### config.mk
export PLATFORM = sky130hd
export DESIGN_NAME = prog_sequencer
export DESIGN_NICKNAME = d
export VERILOG_FILES = /design/src/rtl/prog_sequencer_pkg.sv /design/src/rtl/prog_sequencer_run_counter.sv /design/src/rtl/prog_sequencer.sv
export SDC_FILE = /design/constraint.sdc
export NUM_CORES = 1
export LEC_CHECK = 0
export CAP_MARGIN = 5
export CORE_ASPECT_RATIO = 1.25
export CORE_UTILIZATION = 49
export CTS_CLUSTER_DIAMETER = 30
export DETAILED_ROUTE_END_ITERATION = 16
export PLACE_DENSITY = 0.89
export SLEW_MARGIN = 15
export SYNTH_ARGS = -nofsm -noshare
export SYNTH_HDL_FRONTEND = slang
export SYNTH_HIERARCHICAL = 1
export SYNTH_SLANG_ARGS = --single-unit
### constraint.sdc
create_clock -name clk -period 2.45 [get_ports clk]
set_input_delay 0.49 -clock clk [delete_from_list [all_inputs] [get_ports clk]]
set_output_delay 0.49 -clock clk [all_outputs]
set_load 0.005 [all_outputs]
### src/rtl/prog_sequencer_pkg.sv
// +----------------------------------------------------------------------+
// | prog_sequencer_pkg : shared states and program entry points          |
// | Revision: 1.0                                                        |
// +----------------------------------------------------------------------+
`default_nettype none

package prog_sequencer_pkg;

  typedef enum logic [2:0] {
    IDLE   = 3'd0,
    LOAD   = 3'd1,
    RUN    = 3'd2,
    DRAIN  = 3'd3,
    FINISH = 3'd4
  } seq_state_t;

  localparam logic [1:0]  SEL_ALL        = 2'd3;
  localparam int unsigned ENTRY_PRODUCT  = 0;
  localparam int unsigned ENTRY_STRMATCH = 25;
  localparam int unsigned ENTRY_CLOSEST  = 44;

  function automatic int unsigned entry_of(input logic [1:0] id);
    case (id)
      2'd0:    entry_of = ENTRY_PRODUCT;
      2'd1:    entry_of = ENTRY_STRMATCH;
      2'd2:    entry_of = ENTRY_CLOSEST;
      default: entry_of = 0;
    endcase
  endfunction

endpackage

`default_nettype wire

### src/rtl/prog_sequencer_run_counter.sv
// +----------------------------------------------------------------------+
// | run_counter : RUN-cycle counter; count_o is the number of the current |
// | RUN cycle (first cycle after clear reads 1). Revision: 1.0            |
// +----------------------------------------------------------------------+
`default_nettype none

module run_counter #(
  parameter int CYC_W   = 16,
  parameter int MAX_CYC = 4000
) (
  input  logic             clk,
  input  logic             reset,
  input  logic             clear_i,
  input  logic             enable_i,
  output logic [CYC_W-1:0] count_o,
  output logic             at_limit_o
);

  logic [CYC_W-1:0] count_q;

  assign count_o    = count_q + CYC_W'(1);
  assign at_limit_o = (count_o == CYC_W'(MAX_CYC));

  // Holding at the limit keeps the counter from ever wrapping.
  always_ff @(posedge clk or posedge reset) begin
    if (reset) begin
      count_q <= '0;
    end else if (clear_i) begin
      count_q <= '0;
    end else if (enable_i && !at_limit_o) begin
      count_q <= count_o;
    end
  end

endmodule

`default_nettype wire

### src/rtl/prog_sequencer.sv
// +----------------------------------------------------------------------+
// | prog_sequencer : launches resident programs, gates PC, reports done  |
// | Revision: 1.0                                                        |
// +----------------------------------------------------------------------+
`default_nettype none

module prog_sequencer
  import prog_sequencer_pkg::*;
#(
  parameter int PC_W    = 8,
  parameter int CYC_W   = 16,
  parameter int MAX_CYC = 4000
) (
  input  logic             clk,
  input  logic             reset,
  input  logic             start_i,
  input  logic [1:0]       sel_i,
  input  logic             abort_i,
  input  logic             halt_i,
  output logic             pc_load_o,
  output logic [PC_W-1:0]  pc_load_addr_o,
  output logic             pc_en_o,
  output logic [1:0]       prog_id_o,
  output logic             busy_o,
  output logic             done_o,
  output logic             timeout_o,
  output logic [CYC_W-1:0] last_cycles_o
);

  seq_state_t       state_q, state_d;
  logic [1:0]       prog_id_q, prog_id_d;
  logic             run_all_q, run_all_d;
  logic             timeout_q, timeout_d;
  logic [CYC_W-1:0] last_cycles_q, last_cycles_d;
  logic [CYC_W-1:0] w_count;
  logic             w_at_limit;

  run_counter #(
    .CYC_W   (CYC_W),
    .MAX_CYC (MAX_CYC)
  ) u_run_counter (
    .clk        (clk),
    .reset      (reset),
    .clear_i    (state_q == LOAD),
    .enable_i   (state_q == RUN),
    .count_o    (w_count),
    .at_limit_o (w_at_limit)
  );

  always_ff @(posedge clk or posedge reset) begin
    if (reset) begin
      state_q       <= IDLE;
      prog_id_q     <= '0;
      run_all_q     <= 1'b0;
      timeout_q     <= 1'b0;
      last_cycles_q <= '0;
    end else begin
      state_q       <= state_d;
      prog_id_q     <= prog_id_d;
      run_all_q     <= run_all_d;
      timeout_q     <= timeout_d;
      last_cycles_q <= last_cycles_d;
    end
  end

  always_comb begin
    state_d       = state_q;
    prog_id_d     = prog_id_q;
    run_all_d     = run_all_q;
    timeout_d     = timeout_q;
    last_cycles_d = last_cycles_q;
    case (state_q)
      IDLE: begin
        if (start_i) begin
          prog_id_d = (sel_i == SEL_ALL) ? 2'd0 : sel_i;
          run_all_d = (sel_i == SEL_ALL);
          timeout_d = 1'b0;
          state_d   = LOAD;
        end
      end
      LOAD: state_d = RUN;
      RUN: begin
        // Halt takes precedence over the limit in the same cycle.
        if (halt_i) begin
          last_cycles_d = w_count;
          state_d       = DRAIN;
        end else if (w_at_limit) begin
          timeout_d     = 1'b1;
          last_cycles_d = CYC_W'(MAX_CYC);
          state_d       = DRAIN;
        end
      end
      DRAIN: begin
        if (run_all_q && (prog_id_q < 2'd2)) begin
          prog_id_d = prog_id_q + 2'd1;
          state_d   = LOAD;
        end else begin
          state_d = FINISH;
        end
      end
      FINISH:  state_d = IDLE;
      default: state_d = IDLE;
    endcase
    // Abort discards any pending update and returns straight to IDLE.
    if (abort_i && (state_q != IDLE)) begin
      state_d       = IDLE;
      prog_id_d     = prog_id_q;
      run_all_d     = run_all_q;
      timeout_d     = timeout_q;
      last_cycles_d = last_cycles_q;
    end
  end

  assign pc_load_o      = (state_q == LOAD);
  assign pc_en_o        = (state_q == RUN);
  assign busy_o         = (state_q != IDLE);
  assign done_o         = (state_q == FINISH);
  assign pc_load_addr_o = PC_W'(entry_of(prog_id_q));
  assign prog_id_o      = prog_id_q;
  assign timeout_o      = timeout_q;
  assign last_cycles_o  = last_cycles_q;

endmodule

`default_nettype wire

==> metrics.txt, run 1 <==
violated checks=setup timing; CP Capture Type=register; VDD IR-drop max=between 0.0003 and 0.0004 V; initial drt markers=about 210; critical path's largest stage delay=0.47 ns; drt pass-1 iters=5; initial antenna violation count=0; share of cells above drive strength 1=27.4%; Min Clock Period, post-route=2.59 ns; crit-path cells=buf_6 > a211o_1 > a21oi_2 > nor2_2 > or3_4 > nor4_4 > buf_4 > nor2_2 > nor4_4 > buf_4 > o22a_1; first-pass GRT wire length=~10000 um; crit path DAT=approximately 2.8 ns; Core Util, Final=between 70% and 80%; die width=roughly 65 um; vias per cell=a little over 6; HP Class=register to register; CP Max Fanout=6; cell row count=28; sequential fraction of the synthesis area=40.5%; top post-synthesis cells by area=dfrtp_1 40%, xnor2_1 5.8%, a22o_1 3.6%; dpl hpwl=between 4000 and 5000 um; gr usage total=26.3%; num ports=38; status=finished with violations; Clk Latency, worst-skew pair=about 0.29 ns; gr ovfl total=0; Post-synth top flop=dfrtp_1; r2r startpoint=u_run_counter/count_q[1]; Final Hold Fails=0; Post-synth EDFFs=0; mean area per synthesized cell=roughly 9.7 um^2; post-route ant nets=0; core area=4730 um^2; Distinct cells, synth=50; drt wl/cell=~20 um; CP Launch Type=register; die footprint=~5200 um^2; Worst path slowest cell=dfrtp_2; Syn Inst Count=~250; Max clock buf depth=2; most common cell after layout, fill and taps aside=buf_4; DRC=0; PwrDens=788 nW/um^2; PnR worst setup slack=-0.136 ns; RSZ-0062 raised after global routing=true; CTS buffer count=5; nets=roughly 330; Synth top area share=40.5%; vias in the first global route=~2200; fin. max-slew vios=0; Reg clk slew, reported paths=roughly 0.08 ns; Synth area leader=dfrtp_1; # diodes=0; I/O Buffers=34; die height=a little over 80 um; fillers=a little under 300; Pleak=roughly 1.4 nW; max-cap violations=0; worst hold slack=~0.50 ns; WP data required=roughly 2.7 ns; synthesized area=about 2400 um^2; CTS tree=done; register bit total from synthesis=39; Yosys warnings=6; CTS Sinks=39; ys async rst share=100%; H-Tree Depth=2; Fin Clk Skew=0.00445 ns; Clock Root Buffer=clkbuf_8; setup TNS=-1.71 ns; Via Count=2317; Worst Tran Pin Value=0.690 ns; Crit Path Category=register to register; RePlAce Congestion=0.963; dpl ws=-0.219 ns; most frequent cells in the layout=39 x buf_4, 34 x clkdlybuf4s50_1, 33 x dfrtp_1; drt total wl=between 7000 and 8000 um; Worst slew margin=54.0%; hold path startpoint=last_cycles_o[11]; synth-to-layout area growth=37.5%; # setup viols final=28; filler-free cell count of the finished design=roughly 380; Inst Count DP=about 350; critical path startpoint=u_run_counter/count_q[1]; Max Fclk=approximately 390 MHz; period utilization=106%; initial core utilization=between 50% and 60%; largest net degree at the start of global routing=24
==> routing by layer <==
metal	vias up	GRT usage, %	wire length [um]
met3	39	4.55	476
li1	1010	-	-
met5	-	0	0
met2	150	47.1	3800
met4	0	11.8	379
met1	1118	30.0	2720
==> flip-flops by register name, summed over array words and instances, names as in the netlist <==
| signal | cells |
|---|---|
| timeout_o | 1 |
| last_cycles_o | 16 |
| u_run_counter/count_q | 16 |
| state_q | 3 |
| prog_id_o | 2 |
| run_all_q | 1 |
==> critical path, delay by kind of cell, from the launching register on <==
kind            cells  cell delay (ns)
compound gates      3             0.72
buf+inv             3             0.49
flops               1             0.47
simple gates        5             0.84
==> timing repair <==
action / CTS / global route
hold buffers: 0 / 0
cloned: 0 / 1
buffers inserted: 10 / 7
pin swaps: 7 / 20
endpoints found under the setup margin: 22 / 27
gates resized for setup: 12 / 18
==> cells by family after synthesis <==
logic type	after synthesis	synth area share, %
DFF	39	40.5
and+or+nand+nor	93	23.0
AOI/OAI and AO/OA	54	17.2
buffers and inverters	33	7.79
adders and majority gates	4	2.08
xor gates and xnor gates	22	8.00
other	1	0.156
muxes	3	1.25
==> stage by stage <==
| stage | total power, mW | area (um^2) |
|---|---|---|
| CTS | 2.47 | 3160 |
| detailed placement | 1.90 | 2920 |
| global placement | 1.87 | 2920 |
| floorplan | 1.38 | 2430 |
| finish | 2.61 | 3310 |
| global route | 2.73 | 3310 |
==> final timing paths <==
| path | slack (ns) | endpoint | cells past startpoint |
|---|---|---|---|
| setup / recovery | -0.14 | last_cycles_o[5] | 11 |
| hold / removal | 0.50 | last_cycles_o[11] | 1 |
| setup reg to reg | -0.14 | last_cycles_o[5] | 11 |
| hold reg to reg | 0.50 | last_cycles_o[11] | 1 |
| max in group asynchronous | 1.34 | u_run_counter/count_q[3] | 2 |
| min in group asynchronous | 0.55 | last_cycles_o[10] | 3 |
==> where the power goes <==
part	total, mW	internal (mW)	switching (mW)	leakage [nW]
logic	1.17	0.645	0.524	0.851
registers	0.879	0.770	0.109	0.512
clock network	0.563	0.330	0.234	0.0612
==> Yosys cell counts, types with 2 or more instances <==
master and number:
xor2_1 6, nand4_1 3, a211o_1 2, or3_1 11
inv_1 12, o21ai_0 3, nor3b_1 2, and2_1 4
nand2_1 18, nor4b_1 2, buf_4 10, dfrtp_1 39
buf_6 3, nand2b_1 5, nand3_1 9, mux2i_1 3
a21oi_1 12, ha_1 4, xnor2_1 16, nor4_2 2
nor2_1 20, nor4_4 2, o21ai_2 2, a22o_1 10
nor4_1 4, nor3_1 3, o21ai_1 8, o22a_1 6
buf_2 3, a32o_1 2, clkbuf_1 4
==> layout make-up <==
class,count,area (um^2),share of cell area (%)
Tap cell,60,75.1,2.27
Clock buffer,6,82.6,2.49
Inverter,12,45.0,1.36
Sequential cell,39,983,29.7
Clock inverter,2,35.0,1.06
Multi-Input combinational cell,179,1370,41.3
Timing Repair Buffer,79,723,21.8
Power figures use the tool's default switching activity.
==> run 2, diff against run 1 <==
--- a/config.mk
+++ b/config.mk
@@ -12,4 +12,5 @@
 export DETAILED_ROUTE_END_ITERATION = 16
+export HOLD_SLACK_MARGIN = 0.05
 export PLACE_DENSITY = 0.89
-export SLEW_MARGIN = 15
+export SLEW_MARGIN = 20
 export SYNTH_ARGS = -nofsm -noshare
==> constraint.sdc (replaced) <==
create_clock -name clk -period 2.45 [get_ports clk]
set_input_delay 0.245 -clock clk [delete_from_list [all_inputs] [get_ports clk]]
set_output_delay 0.245 -clock clk [all_outputs]
set_load 0.005 [all_outputs]
==> run 2 against run 1 <==
Net effect: routed wire length rose by 13%; sequential power rose by 4.9%; the run still ends with setup timing left; cell count did not move; register-to-register slack got worse by 0.18 ns; fmax fell by 6.4%; critical path type unchanged; power fell by 1.5%; sequential share of layout area barely moved.
==> metrics.txt, run 2 (synthesized netlist as in run 1, its figures left out) <==
flop2flop setup slack=-0.31 ns; CTS Sinks=39; gr ovfl total=0; Fin Clk Skew=0.0118 ns; violated checks=setup timing; Core Util, Final=70.1%; PnR worst setup slack=-0.313 ns; fillers=between 200 and 300; r2r startpoint=u_run_counter/count_q[1]; Min Clock Period, post-route=about 2.8 ns; H-Tree Depth=2; critical path startpoint=u_run_counter/count_q[1]; crit path DAT=approximately 3 ns; DRC=0; # setup viols final=21; vias in the first global route=2272; gr usage total=29.6%; core area=4730 um^2; RSZ-0062 raised after global routing=true; R2R cell count=12; synth-to-layout area growth=37.6%; crit-path cells=buf_6 > ha_4 > buf_6 > nand2_2 > a21oi_2 > nor2_1 > or3_4 > nor4_4 > nor2_2 > nor4_4 > buf_4 > o22a_1; CP Max Fanout=6; Clock Root Buffer=clkbuf_8; initial antenna violation count=0; max-cap violations=0; setup TNS=-3.38 ns; Max Fclk=362 MHz; post-route ant nets=0; Reg clk slew, reported paths=around 0.080 ns; largest net degree at the start of global routing=24; Max clock buf depth=2; RePlAce Congestion=just under 1; initial drt markers=~400; Worst Tran Pin Value=slightly below 0.9 ns; crit path buf inv count=3; die height=just over 80 um; dpl hpwl=~4700 um; PwrDens=roughly 780 nW/um^2; most frequent cells in the layout=40 x buf_4, 34 x clkdlybuf4s50_1, 33 x dfrtp_1; drt pass-1 iters=6; critical path endpoint=last_cycles_o[8]; critical path depth=12; fin. max-slew vios=0; hold_buf cts=0; Pleak=1.41 nW; drt wl/cell=approximately 22 um; initial core utilization=between 50% and 60%; Crit Path Category=register to register; cell family with most CP delay=simple AND/OR/NAND/NOR gates; first-pass GRT wire length=between 10000 and 15000 um; cell row count=28; vias per cell=about 6.5; die footprint=5200 um^2; nets=about 330; share of cells above drive strength 1=27.1%; most common cell after layout, fill and taps aside=buf_4; I/O Buffers=34; WP data required=2.69 ns; HP Class=input pin to asynchronous set/reset pin; total power draw=about 2.6 mW; num ports=38; CP Capture Type=register; CTS tree=done; # diodes=0; critical path's largest stage delay=0.45 ns; VDD IR-drop max=~0.00036 V; Worst slew margin=40.6%; CP Launch Type=register; Via Count=approximately 2500; status=finished with violations; die width=roughly 65 um; Worst path slowest cell=dfrtp_2; period utilization=113%; Clk Latency, worst-skew pair=just over 0.3 ns; Worst R2R End=last_cycles_o[8]; drt total wl=roughly 8400 um; Final Hold Fails=0; CTS buffer count=5
run 2: cell types whose count changed in the layout (fill, tap and decap cells not counted), sizes merged:
cell and change:
buf +1, clkbuf -1
run 2: cell type report:
| class | count | area, um^2 | area share [%] |
|---|---|---|---|
| Clock inverter | 2 | 35.0 | 1.06 |
| Multi-Input combinational cell | 179 | 1390 | 41.9 |
| Inverter | 12 | 45.0 | 1.36 |
| Timing Repair Buffer | 79 | 706 | 21.3 |
| Clock buffer | 6 | 82.6 | 2.49 |
| Sequential cell | 39 | 983 | 29.7 |
| Tap cell | 60 | 75.1 | 2.26 |
run 2: power by group:
group	switching (mW)	internal, mW
Combinational	0.500	0.574
Clock	0.248	0.330
Sequential	0.153	0.769
Total	0.900	1.67
run 2: repair_timing:
item	4_1_cts	5_1_grt
pin swaps	4	22
endpoints found under the hold margin	0	0
buffers inserted	11	9
gates resized for setup	10	20
endpoints found under the setup margin	18	28
run 2: stage by stage:
step,cell area [um^2],std cells,hold slack (ns),worst slack (ns)
4_1_cts,3140,368,0.403,-0.00674
3_3_place_gp,2910,349,0.482,-0.121
3_5_place_dp,2910,349,0.494,-0.197
6_report,3320,377,0.377,-0.313
2_1_floorplan,2430,251,0.159,-0.00990
5_1_grt,3320,377,0.435,-0.307
run 2: worst min-delay path by stage:
stage | to | slack [ns]
after floorplan | u_run_counter/count_q[0] | 0.16
after global placement | timeout_o | 0.48
after detailed placement | last_cycles_o[15] | 0.49
after CTS | u_run_counter/count_q[13] | 0.40
after global routing | u_run_counter/count_q[13] | 0.44
final | u_run_counter/count_q[13] | 0.38
run 2: metal layers:
metal	track usage, %	routed length [um]	up-vias
li1	-	-	1009
met1	33.9	3010	1194
met2	50.1	4150	199
met3	5.82	605	62
met4	18.2	590	0
met5	0	0	-
==> run 3, diff against run 2 <==
- CORE_UTILIZATION: 49 -> 54
- GPL_ROUTABILITY_DRIVEN: unset -> 0
- PLACE_DENSITY: 0.89 -> 0.92
- clock period: 2.45 -> 2.7 ns (I/O delays scaled with it)
==> run 3 against run 2 <==
Net effect: the flow now finishes without violations; cell count is 9.3% lower; power is 17% lower; worst setup slack improved by 0.44 ns; critical path type unchanged; critical endpoint is now last_cycles_o[9]; highest routed layer unchanged.
==> metrics.txt, run 3 (synthesized netlist as in run 1, its figures left out) <==
most frequent cells in the layout=35 x dfrtp_1, 34 x clkdlybuf4s50_1, 20 x nor2_1; Reg power frac=slightly below 40%; gr usage total=between 20% and 30%; die footprint=between 4000 and 5000 um^2; setup TNS=0 ns; Crit Path Category=register to register; drt pass-1 iters=7; dpl hpwl=4040 um; Comb pwr share=approximately two fifths; CP Capture Type=register; initial core utilization=a little under three fifths; DRC=0; CP Max Fanout=8; flop2flop setup slack=about 0.13 ns; PnR worst setup slack=around 0.13 ns; first-pass GRT wire length=9690 um; Inst Count DP=~330; Int Pwr=between 1 and 1.5 mW; initial drt markers=around 180; period utilization=a little over nine tenths; Worst Tran Pin Value=0.861 ns; critical path startpoint=u_run_counter/count_q[0]; sw frac=approximately a third; RSZ-0062 raised after global routing=false; worst hold slack=a little under 0.4 ns; nets=296; synth-to-layout area growth=21.4%; crit path DAT=roughly 2.7 ns; cell row count=26; Final Hold Fails=0; R2R cell count=10; drt wl/cell=about 17 um; Reg clk slew, reported paths=around 0.080 ns; die width=approximately 62 um; hold_buf cts=0; gr ovfl total=0; CP Launch Type=register; Psw=0.710 mW; drt total wl=just under 6000 um; VDD IR-drop max=around 0.00029 V; Worst R2R End=last_cycles_o[9]; # diodes=0; Clock Root Buffer=clkbuf_8; Via Count=between 2000 and 2500; PwrDens=between 700 and 800 nW/um^2; H-Tree Depth=2; dpl ws=between 0.15 and 0.2 ns; r2r startpoint=u_run_counter/count_q[0]; Max Fclk=389 MHz; Clk Latency, worst-skew pair=0.29 ns; filler-free cell count of the finished design=around 340; # setup viols final=0; most common cell after layout, fill and taps aside=dfrtp_1; Min Clock Period, post-route=2.57 ns; fin. max-slew vios=0; die height=76.7 um; CTS Sinks=39; Max clock buf depth=2; Worst slew margin=a little over two fifths; Pleak=about 1.2 nW; num ports=38; Clock Power Share=a little under a quarter; largest net degree at the start of global routing=24; status=complete, no violations; Fin Clk Skew=between 0.008 and 0.009 ns; vias in the first global route=between 2000 and 2500; CTS tree=done; max-cap violations=0; core area=4200 um^2; vias per cell=approximately 6.1; I/O Buffers=34; CTS buffer count=5; WP data required=2.88 ns; share of cells above drive strength 1=about 14%; HP Class=input pin to asynchronous set/reset pin; initial antenna violation count=0; post-route ant nets=0
==> run 3: cell types whose count changed in the layout (fill, tap and decap cells not counted), moves of 2 or more <==
| cell | before | now |
|---|---|---|
| nand3_1 | 7 | 9 |
| nand3_2 | 2 | 0 |
| nor4_4 | 6 | 2 |
| or3_4 | 2 | 0 |
| dfrtp_1 | 33 | 35 |
| nor4_1 | 0 | 2 |
| buf_4 | 40 | 14 |
| buf_6 | 4 | 0 |
| dfrtp_2 | 6 | 4 |
| nor4_2 | 2 | 4 |
| or3_1 | 9 | 11 |
==> run 3: worst max-delay path by stage <==
stage | end | cells past startpoint
after floorplan | last_cycles_o[10] | 10
after global placement | last_cycles_o[10] | 10
after detailed placement | last_cycles_o[9] | 10
after CTS | last_cycles_o[9] | 10
after global routing | last_cycles_o[9] | 10
final | last_cycles_o[9] | 10
==> run 3: timing repair <==
action	in CTS	in global routing
setup buffers	0	1
resized for setup	0	7
setup endpoints to repair	0	19
==> run 3: final cells by class <==
cell class	count	area, um^2
Multi-Input combinational cell	179	1270
Fill cell	288	1270
Sequential cell	39	981
Timing Repair Buffer	48	445
Tap cell	56	70.1
Clock buffer	5	68.8
Inverter	12	45.0
Clock inverter	3	43.8
==> run 3: metrics by stage <==
step / cell area [um^2] / total power [mW] / utilization [%]
detailed placement: 2780 / 1.65 / 66.3
floorplan: 2420 / 1.25 / -
CTS: 2900 / 2.14 / 69.0
finish: 2930 / 2.14 / 69.7
global route: 2930 / 2.27 / 69.7
global placement: 2780 / 1.62 / 66.3
==> run 3: power groups by stage <==
stage	Combinational [mW]	Clock, mW	Sequential, mW
after CTS	0.821	0.499	0.824
final	0.824	0.489	0.829
after floorplan	0.461	0	0.790
after global routing	0.904	0.525	0.845
after global placement	0.790	0	0.826
after detailed placement	0.815	0	0.832
==> run 3: critical path, stage by stage (launching register included) <==
cell,delay [ns]
dfrtp_2,0.44
ha_1,0.20
nand3_1,0.16
nor4_2,0.42
mux2i_1,0.41
nor4_1,0.11
buf_4,0.16
nor2_1,0.14
nor4_2,0.05
buf_4,0.17
o22a_1,0.20
==> run 3: metal layers <==
layer  wire length [um]  vias up  GRT usage, %
met4                262        0          15.6
met5                  0        -             0
met1               2280      986          31.6
li1                   -      946             -
met3                336       27          5.23
met2               3080      113          45.5
